--- src/rtl/bitmanip_ctrl_pkg.sv ---
// Shared types for the bitmanip issue controller: opcode map, FSM states,
// the operation register layout and the opcode-to-one-hot decoder.
package bitmanip_ctrl_pkg;

   localparam logic [4:0] OP_CLMUL   = 5'd0;
   localparam logic [4:0] OP_CLMULH  = 5'd1;
   localparam logic [4:0] OP_XPERM_N = 5'd2;
   localparam logic [4:0] OP_XPERM_B = 5'd3;
   localparam logic [4:0] OP_ROR     = 5'd4;
   localparam logic [4:0] OP_ROL     = 5'd5;
   localparam logic [4:0] OP_RORI    = 5'd6;
   localparam logic [4:0] OP_ANDN    = 5'd7;
   localparam logic [4:0] OP_ORN     = 5'd8;
   localparam logic [4:0] OP_XNOR    = 5'd9;
   localparam logic [4:0] OP_PACK    = 5'd10;
   localparam logic [4:0] OP_PACKU   = 5'd11;
   localparam logic [4:0] OP_PACKH   = 5'd12;
   localparam logic [4:0] OP_GREVI   = 5'd13;
   localparam logic [4:0] OP_SHFL    = 5'd14;
   localparam logic [4:0] OP_UNSHFL  = 5'd15;

   typedef enum logic [1:0] {
      IDLE = 2'd0,
      EXEC = 2'd1,
      RESP = 2'd2
   } state_t;

   typedef struct packed {
      logic [4:0]  op;
      logic [6:0]  imm;
      logic [31:0] rs1;
      logic [31:0] rs2;
      logic        id;
   } op_reg_t;

   function automatic logic op_is_illegal(input logic [4:0] op);
      return op[4];
   endfunction

   // Opcode k selects one-hot bit 15-k; opcodes 16-31 decode to all-zero.
   function automatic logic [15:0] decode_op(input logic [4:0] op);
      logic [15:0] onehot;
      onehot = '0;
      if (!op[4]) onehot[4'd15 - op[3:0]] = 1'b1;
      return onehot;
   endfunction

endpackage

--- src/rtl/bitmanip_rr_arb.sv ---
// Two-input round-robin arbiter; ptr is the requester that wins a tie and
// moves to the loser only when a grant is actually taken (advance).
module bitmanip_rr_arb #(
   parameter bit PRIO_RESET = 1'b0
) (
   input  logic       clk,
   input  logic       rst,
   input  logic [1:0] valid,
   input  logic       advance,
   output logic [1:0] grant,
   output logic       ptr
);

   always_comb begin
      // NOTE: every always_comb output gets a default first so no path can infer a latch.
      grant = 2'b00;
      case (valid)
         2'b01:   grant = 2'b01;
         2'b10:   grant = 2'b10;
         2'b11:   grant = ptr ? 2'b10 : 2'b01;
         default: grant = 2'b00;
      endcase
   end

   always_ff @(posedge clk) begin
      if (rst)
         ptr <= PRIO_RESET;
      else if (advance && (grant != 2'b00))
         ptr <= grant[0];
   end

endmodule

--- src/rtl/bitmanip_issue_ctrl.sv ---
// Shares one bitmanip datapath between two requesters: arbitrate, decode, execute
// for one cycle, then return a tagged response. Option: BITMANIP_ISSUE_ILLEGAL_CHK_EN.
module bitmanip_issue_ctrl
   import bitmanip_ctrl_pkg::*;
#(
   parameter bit PRIO_RESET = 1'b0
) (
   input  logic        clk,
   input  logic        rst,
   input  logic        req0_valid,
   output logic        req0_ready,
   input  logic [4:0]  req0_op,
   input  logic [6:0]  req0_imm,
   input  logic [31:0] req0_rs1,
   input  logic [31:0] req0_rs2,
   input  logic        req1_valid,
   output logic        req1_ready,
   input  logic [4:0]  req1_op,
   input  logic [6:0]  req1_imm,
   input  logic [31:0] req1_rs1,
   input  logic [31:0] req1_rs2,
   output logic        resp_valid,
   input  logic        resp_ready,
   output logic [31:0] resp_rd,
   output logic        resp_id,
   output logic        resp_err,
   output logic [22:0] bm_instruction,
   output logic [31:0] bm_rs1,
   output logic [31:0] bm_rs2,
   input  logic [31:0] bm_rd
);

   state_t     state, state_nxt;
   op_reg_t    op_q;
   logic       can_accept;
   logic       take;
   logic [1:0] grant;
   logic       prio;
   logic       win_id;
   logic       illegal;

   assign can_accept = !rst && ((state == IDLE) || ((state == RESP) && resp_ready));
   assign req0_ready = can_accept & grant[0];
   assign req1_ready = can_accept & grant[1];
   assign take       = req0_ready | req1_ready;
   assign win_id     = (req0_valid && req1_valid) ? prio : req1_valid;
   assign illegal    = op_is_illegal(op_q.op);
   assign resp_valid = (state == RESP);

   bitmanip_rr_arb #(
      .PRIO_RESET(PRIO_RESET)
   ) u_arb (
      .clk    (clk),
      .rst    (rst),
      .valid  ({req1_valid, req0_valid}),
      .advance(can_accept),
      .grant  (grant),
      .ptr    (prio)
   );

   always_ff @(posedge clk) begin
      // NOTE: sequential state uses non-blocking assignments only.
      if (rst) state <= IDLE;
      else     state <= state_nxt;
   end

   always_comb begin
      state_nxt = state;
      case (state)
         IDLE:    if (take) state_nxt = EXEC;
         EXEC:    state_nxt = RESP;
         RESP:    if (resp_ready) state_nxt = take ? EXEC : IDLE;
         default: state_nxt = IDLE;
      endcase
   end

   // NOTE: the operation register is not reset; it is only observed in EXEC,
   // which is always entered through a load.
   always_ff @(posedge clk) begin
      if (take) begin
         op_q.op  <= win_id ? req1_op  : req0_op;
         op_q.imm <= win_id ? req1_imm : req0_imm;
         op_q.rs1 <= win_id ? req1_rs1 : req0_rs1;
         op_q.rs2 <= win_id ? req1_rs2 : req0_rs2;
         op_q.id  <= win_id;
      end
   end

   always_comb begin
      bm_instruction = '0;
      bm_rs1         = '0;
      bm_rs2         = '0;
      if (state == EXEC) begin
`ifdef BITMANIP_ISSUE_ILLEGAL_CHK_EN
         if (!illegal) begin
            bm_instruction = {op_q.imm, decode_op(op_q.op)};
            bm_rs1         = op_q.rs1;
            bm_rs2         = op_q.rs2;
         end
`else
         bm_instruction = {op_q.imm, decode_op(op_q.op)};
         bm_rs1         = op_q.rs1;
         bm_rs2         = op_q.rs2;
`endif
      end
   end

   // Result is captured at the end of EXEC and then held through RESP.
   always_ff @(posedge clk) begin
      if (rst) begin
         resp_rd <= '0;
         resp_id <= 1'b0;
      end else if (state == EXEC) begin
         resp_rd <= illegal ? 32'h0 : bm_rd;
         resp_id <= op_q.id;
      end
   end

`ifdef BITMANIP_ISSUE_ILLEGAL_CHK_EN
   logic err_q;

   always_ff @(posedge clk) begin
      if (rst)                 err_q <= 1'b0;
      else if (state == EXEC)  err_q <= illegal;
   end

   assign resp_err = err_q;
`else
   assign resp_err = 1'b0;
`endif

endmodule
--- config.mk ---
export PLATFORM = sky130hd
export DESIGN_NAME = bitmanip_issue_ctrl
export DESIGN_NICKNAME = d
export VERILOG_FILES = /design/src/rtl/bitmanip_ctrl_pkg.sv /design/src/rtl/bitmanip_rr_arb.sv /design/src/rtl/bitmanip_issue_ctrl.sv
export SDC_FILE = /design/constraint.sdc
export NUM_CORES = 1
export LEC_CHECK = 0
export ABC_AREA = 1
export ABC_CLOCK_PERIOD_IN_PS = 5980
export CAP_MARGIN = 0
export CORE_MARGIN = 8
export CORE_UTILIZATION = 42
export CTS_BUF_LIST = sky130_fd_sc_hd__clkbuf_8
export DETAILED_ROUTE_END_ITERATION = 8
export PLACE_DENSITY_LB_ADDON = 0.25
export SYNTH_ARGS = -nofsm -noshare
export SYNTH_HDL_FRONTEND = slang
export SYNTH_SLANG_ARGS = --single-unit
--- constraint.sdc ---
create_clock -name clk -period 5.98 [get_ports clk]
set_input_delay 1.495 -clock clk [delete_from_list [all_inputs] [get_ports clk]]
set_output_delay 1.495 -clock clk [all_outputs]
set_load 0.05 [all_outputs]
==> results of run 1 <==
-- through the flow --
stage,power [µW],hold slack [ps],cells,util [%]
4_1_cts,2210,464,1160,71.4
5_1_grt,2280,478,1160,71.4
6_report,2190,460,1160,71.4
2_1_floorplan,1230,455,674,-
3_3_place_gp,1460,451,1128,68.2
3_5_place_dp,1470,454,1128,68.2
-- logic make-up after synthesis --
logic type	after synthesis
AO/OA/AOI/OAI	113
AND/OR/NAND/NOR	253
flip-flops	113
buffers and inverters	194
other	1
-- worst max-delay path, cell delays in order --
cell             delay [ps]
clkdlybuf4s50_1         420
inv_1                    60
nand2_1                  60
nor2_1                  210
and2_1                  170
clkdlybuf4s50_1         810
-- report_power, final --
part	internal (µW)	switching, µW
clock	427	307
sequential	901	17.3
combinational	221	313
total	1550	638
-- path summary, 6_finish.rpt --
| path | start | to | slack (ps) |
|---|---|---|---|
| setup / recovery | rst | req1_ready | 1250 |
| hold / removal | resp_id | resp_id | 460 |
| setup reg to reg | u_arb.ptr | op_q[7] | 3700 |
| hold reg to reg | resp_id | resp_id | 460 |
-- registers in the layout (all words and copies together) (netlist names) --
name / flops
op_q: 76
u_arb.ptr: 1
state: 2
resp_id: 1
resp_rd: 32
illegal: 1
-- metal layers --
metal / GRT usage (%) / up-vias / part of all wire [%] / wire [µm]
li1: - / 2646 / - / -
met1: 19.3 / 2281 / 35 / 6000
met3: 9.24 / 21 / 11 / 1880
met2: 36.7 / 214 / 53 / 9080
met4: 8.02 / 0 / 1.9 / 334
met5: 0 / - / 0 / 0
-- layout by cell type, fill, tap and decap left out --
cell and instances:
clkdlybuf4s50_1 311, buf_4 6, a21oi_1 35, clkinv_1 1
dfxtp_1 36, and2_1 1, clkinv_2 4, o22ai_1 1
clkbuf_8 19, bufinv_16 3, nand2_1 153, nand2_4 1
o21ai_1 53, inv_4 2, inv_2 2, nor2_8 1
clkinvlp_4 1, o21ai_0 23, inv_1 159, nand3_1 4
conb_1 1, edfxtp_1 77, o21ai_4 1, nor2_1 93
-- cell usage after synthesis, types with 4 or more instances --
| library cell | count |
|---|---|
| inv_1 | 158 |
| nand2_1 | 153 |
| nor2_1 | 93 |
| edfxtp_1 | 77 |
| o21ai_1 | 53 |
| dfxtp_1 | 36 |
| a21oi_1 | 35 |
| o21ai_0 | 23 |
| buf_2 | 17 |
| buf_4 | 7 |
| clkbuf_1 | 7 |
| buf_6 | 4 |
| nand3_1 | 4 |
-- final cells by class --
type                       count  area (µm²)  share of cell area [%]
timing repair buffer         317        3160                    35.2
multi-input combinational    367        1560                    17.4
clock buffer                  19         262                    2.92
clock inverter                13         141                    1.58
inverter                     159         597                    6.65
tap                          172         215                    2.40
sequential                   113        3030                    33.8
==> results.yml, run 1 <==
yosys:
  syn_inst: 674
  synth_area_leaders: "edfxtp_1 (43%), dfxtp_1 (13%), inv_1 (11%), nand2_1 (11%), nor2_1 (6.5%)"
  ys_warn_count: 0
  synth_seq_cells: 113
  ys_seq_area_share_pct: 56.2
  synth_cell_type_count: 20
  async_flop_share_pct: 0
  synth_top_family_by_area: "simple AND/OR/NAND/NOR gates"
  synthFlopType: "edfxtp_1"
  synth_edf_count: 77
  synth.avg_cell_area_um2: 8.01
  synth_area_leader_cell: "edfxtp_1"
  synthAdderAreaFrac_pct: 0
  synth_area_um2: 5400
  muxShareOfSynthArea_pct: 0
  synth_xor_area_share_pct: 0
  synth_top_area_share_pct: 42.8
  syn_nets: 863
  synthSimpleGateAreaFrac_pct: 18.1
  synth_compound_area_share_pct: 10.7
timing:
  finalCriticalPeriod_ps: 4730
  tightest_slew_ps: 1080
  hold_viol_final: 0
  fin_tns_setup_ps: 0
  slew_headroom_pct: 28.0
  setup_violations: 0
  max_freq_mhz: 211
  slew_viol_final: 0
  final.setup.worst_slack_ps: 1250
  timing.final.crit_share_pct: 79.1
  rsz0062_at_grt: "false"
  fin_skew_ps: 12.0
cells_and_area:
  drive_gt1_share_pct: 4.05
  fillers: 980
  final_nets: 1164
  syn2layout_area_growth_pct: 66.2
  design_area_um2: 8970
  diodes: 0
grt:
  antenna_found_initial: 0
  grt_pass1_vias: 5085
  grt_remaining_overflow: 0
  track_usage_pct: 20.2
  grt_max_degree: 106
  grt_first_pass_wirelength_um: 25600
die:
  io_pins: 313
  fp.dieW_um: 129
  die_area_um2: 16700
  die_h_um: 129
  rows: 41
  start_util_pct: 42.9
  core_area_um2: 12600
detailed_routing:
  routedWlPerCell_um: 14.9
  via_per_inst: 4.45
  antenna_left: 0
  vias: 5162
  wl_um: 17300
  firstDrtPassIters: 6
  drt_iter0_drc: 285
  post-route-drc-count: 0
clock_tree:
  cts_buffers: 17
  cts_tree: "done"
  cts-resized-gates: 0
  htreeDepth: 4
  cts.clk_slew.worst_paths_ps: 60
  ctsHoldBuffers: 0
  postCtsSetupBuffers: 0
  cts_num_sinks: 113
  cts-root-buf: "clkbuf_8"
  cts_buffer_depth: 2
  insertion_delay_ps: 410
pwr:
  powerDensity_nw_per_um2: 244
  leakagePower_uw: 0.00381
  ir_drop_uv: 172
setup_path:
  criticalPathCategory: "in2out"
  arrival_ps: 3240
  critPathLaunchType: "input port"
  reg2reg_depth: 5
  crit_path_end_kind: "output port"
  crit_required_ps: 4490
  crit_fanout: 2
hold_path:
  hold_path.class: "reg2reg"
  holdPathStages: 2
placement:
  gp_routability_congestion: 0.807
  dp.final_hpwl_um: 13400
  placed_area_um2: 8570
  numPortBuffers: 311
  dp_slack_ps: 1220
flow_run:
  drv_cap: 0
outcome:
  status: "complete, no violations"
Note: power is estimated with default switching activity, not from simulation.
==> run 2: changes to the inputs <==
--- a/config.mk
+++ b/config.mk
@@ -6,10 +6,10 @@
 export NUM_CORES = 1
 export LEC_CHECK = 0
 export ABC_AREA = 1
-export ABC_CLOCK_PERIOD_IN_PS = 5980
+export ABC_CLOCK_PERIOD_IN_PS = 4480
 export CAP_MARGIN = 0
 export CORE_MARGIN = 8
-export CORE_UTILIZATION = 42
+export CORE_UTILIZATION = 39
 export CTS_BUF_LIST = sky130_fd_sc_hd__clkbuf_8
 export DETAILED_ROUTE_END_ITERATION = 8
 export PLACE_DENSITY_LB_ADDON = 0.25
==> constraint.sdc (replaced) <==
create_clock -name clk -period 4.48 [get_ports clk]
set_input_delay 1.12 -clock clk [delete_from_list [all_inputs] [get_ports clk]]
set_output_delay 1.12 -clock clk [all_outputs]
set_load 0.05 [all_outputs]
==> results.yml, run 2 (synthesized netlist as in run 1, its figures left out) <==
grt:
  grt_pass1_vias: 5136
  grt_remaining_overflow: 0
  grt_first_pass_wirelength_um: 26600
  grt_max_degree: 105
  track_usage_pct: 19.3
  antenna_found_initial: 0
pwr:
  swShare_pct: 28.4
  power_frac_clock_pct: 34.5
  p_total_uw: 2960
  p_int_uw: 2120
  ir_drop_uv: 168
  combPwrFrac_pct: 24.2
  pwr-share-seq_pct: 41.4
  leakagePower_uw: 0.00384
  powerDensity_nw_per_um2: 328
  p_sw_uw: 842
detailed_routing:
  drt_iter0_drc: 180
  routedWlPerCell_um: 14.9
  via_per_inst: 4.40
  antenna_left: 0
  firstDrtPassIters: 4
  post-route-drc-count: 0
  vias: 5144
  wl_um: 17400
cells_and_area:
  largest_reg_flops: 76
  final_common_cell: "clkdlybuf4s50_1"
  drive_gt1_share_pct: 4.55
  final_cell_mix: "clkdlybuf4s50_1 (309), inv_1 (158), nand2_1 (153)"
  utilization_pct: 65.9
  regMostFlops: "op_q"
  final_nets: 1165
  diodes: 0
  syn2layout_area_growth_pct: 67.7
  largestRegisters: "op_q: 76 flops, resp_rd: 32 flops, state: 2 flops"
clock_tree:
  cts.clk_slew.worst_paths_ps: 60
  postCtsSetupBuffers: 0
  insertion_delay_ps: 430
  cts_tree: "done"
  cts_buffer_depth: 2
  cts_buffers: 17
  cts-root-buf: "clkbuf_8"
  ctsHoldBuffers: 0
  cts-resized-gates: 0
  cts_num_sinks: 113
  htreeDepth: 4
die:
  core_area_um2: 13700
  start_util_pct: 39.3
  rows: 43
  io_pins: 313
  die_area_um2: 17900
  fp.dieW_um: 134
  die_h_um: 134
timing:
  rsz0062_at_grt: "false"
  slew_headroom_pct: 38.9
  tightest_slew_ps: 916
  fin_skew_ps: 6.94
  setup_violations: 0
  fin_tns_setup_ps: 0
  finalCriticalPeriod_ps: 3710
  timing.final.crit_share_pct: 82.7
  max_freq_mhz: 270
  hold_viol_final: 0
  slew_viol_final: 0
setup_path:
  crit_fanout: 47
  reg2reg_depth: 6
  rr_startpoint: "state[1]"
  criticalPathCategory: "reg2out"
  critPathLaunchType: "register"
  r2r_setup_slack_ps: 2460
  crit_required_ps: 3360
  arrival_ps: 2590
  r2r_end: "resp_rd[29]"
  crit_path_end_kind: "output port"
placement:
  numPortBuffers: 311
  dp.final_hpwl_um: 13700
  gp_routability_congestion: 0.798
hold_path:
  hold_path.class: "reg2reg"
  worstHoldEndpoint: "resp_rd[30]"
  hp-start: "resp_rd[30]"
  holdPathStages: 2
outcome:
  status: "complete, no violations"
flow_run:
  drv_cap: 0
## run 2: power groups by stage
stage,Combinational (µW),Sequential [µW],Clock [µW]
floorplan,356,1290,0
detailed placement,723,1250,0
global placement,715,1250,0
CTS,726,1230,1050
global route,772,1230,1080
finish,716,1230,1020
## run 2: worst max-delay path, cell delays in order, from the launching register on
cell and delay, ps:
dfxtp_1 320, inv_1 90, nand2_4 360, buf_4 510, nor2_1 110, clkdlybuf4s50_1 730
## run 2: through the flow
step	worst slack [ps]	hold WS [ps]	std cells	cell area, µm²
finish	775	463	1169	9050
CTS	695	466	1169	9050
global placement	979	452	1137	8620
global route	586	490	1169	9050
floorplan	1030	455	674	5400
detailed placement	971	455	1137	8620
## run 2: per-layer routing
layer | GRT usage [%] | routed length (µm) | up-vias | share of wire (%)
met5 | 0 | 0 | - | 0
met4 | 6.18 | 233 | 0 | 1.3
met3 | 8.92 | 1670 | 19 | 9.6
met2 | 34.5 | 8890 | 209 | 51
met1 | 19.5 | 6640 | 2263 | 38
li1 | - | - | 2653 | -
## run 2: worst max path at each step
stage | from | end | slack, ps | cells after the start
after global placement | rst | req1_ready | 980 | 6
after CTS | state[1] | bm_rs1[13] | 700 | 5
final | state[1] | bm_rs1[14] | 770 | 5
after global routing | state[1] | bm_rs1[14] | 590 | 5
after floorplan | rst | illegal | 1030 | 4
after detailed placement | rst | req1_ready | 970 | 6
## run 2: layout make-up
type                    count  area [µm²]
clock buffers              22         303
clock inverters            10         128
fillers                  1155        4670
inverters                 159         598
multi-input cells         367        1560
flip-flops and latches    113        3030
well taps                 180         225
repair buffers            318        3200
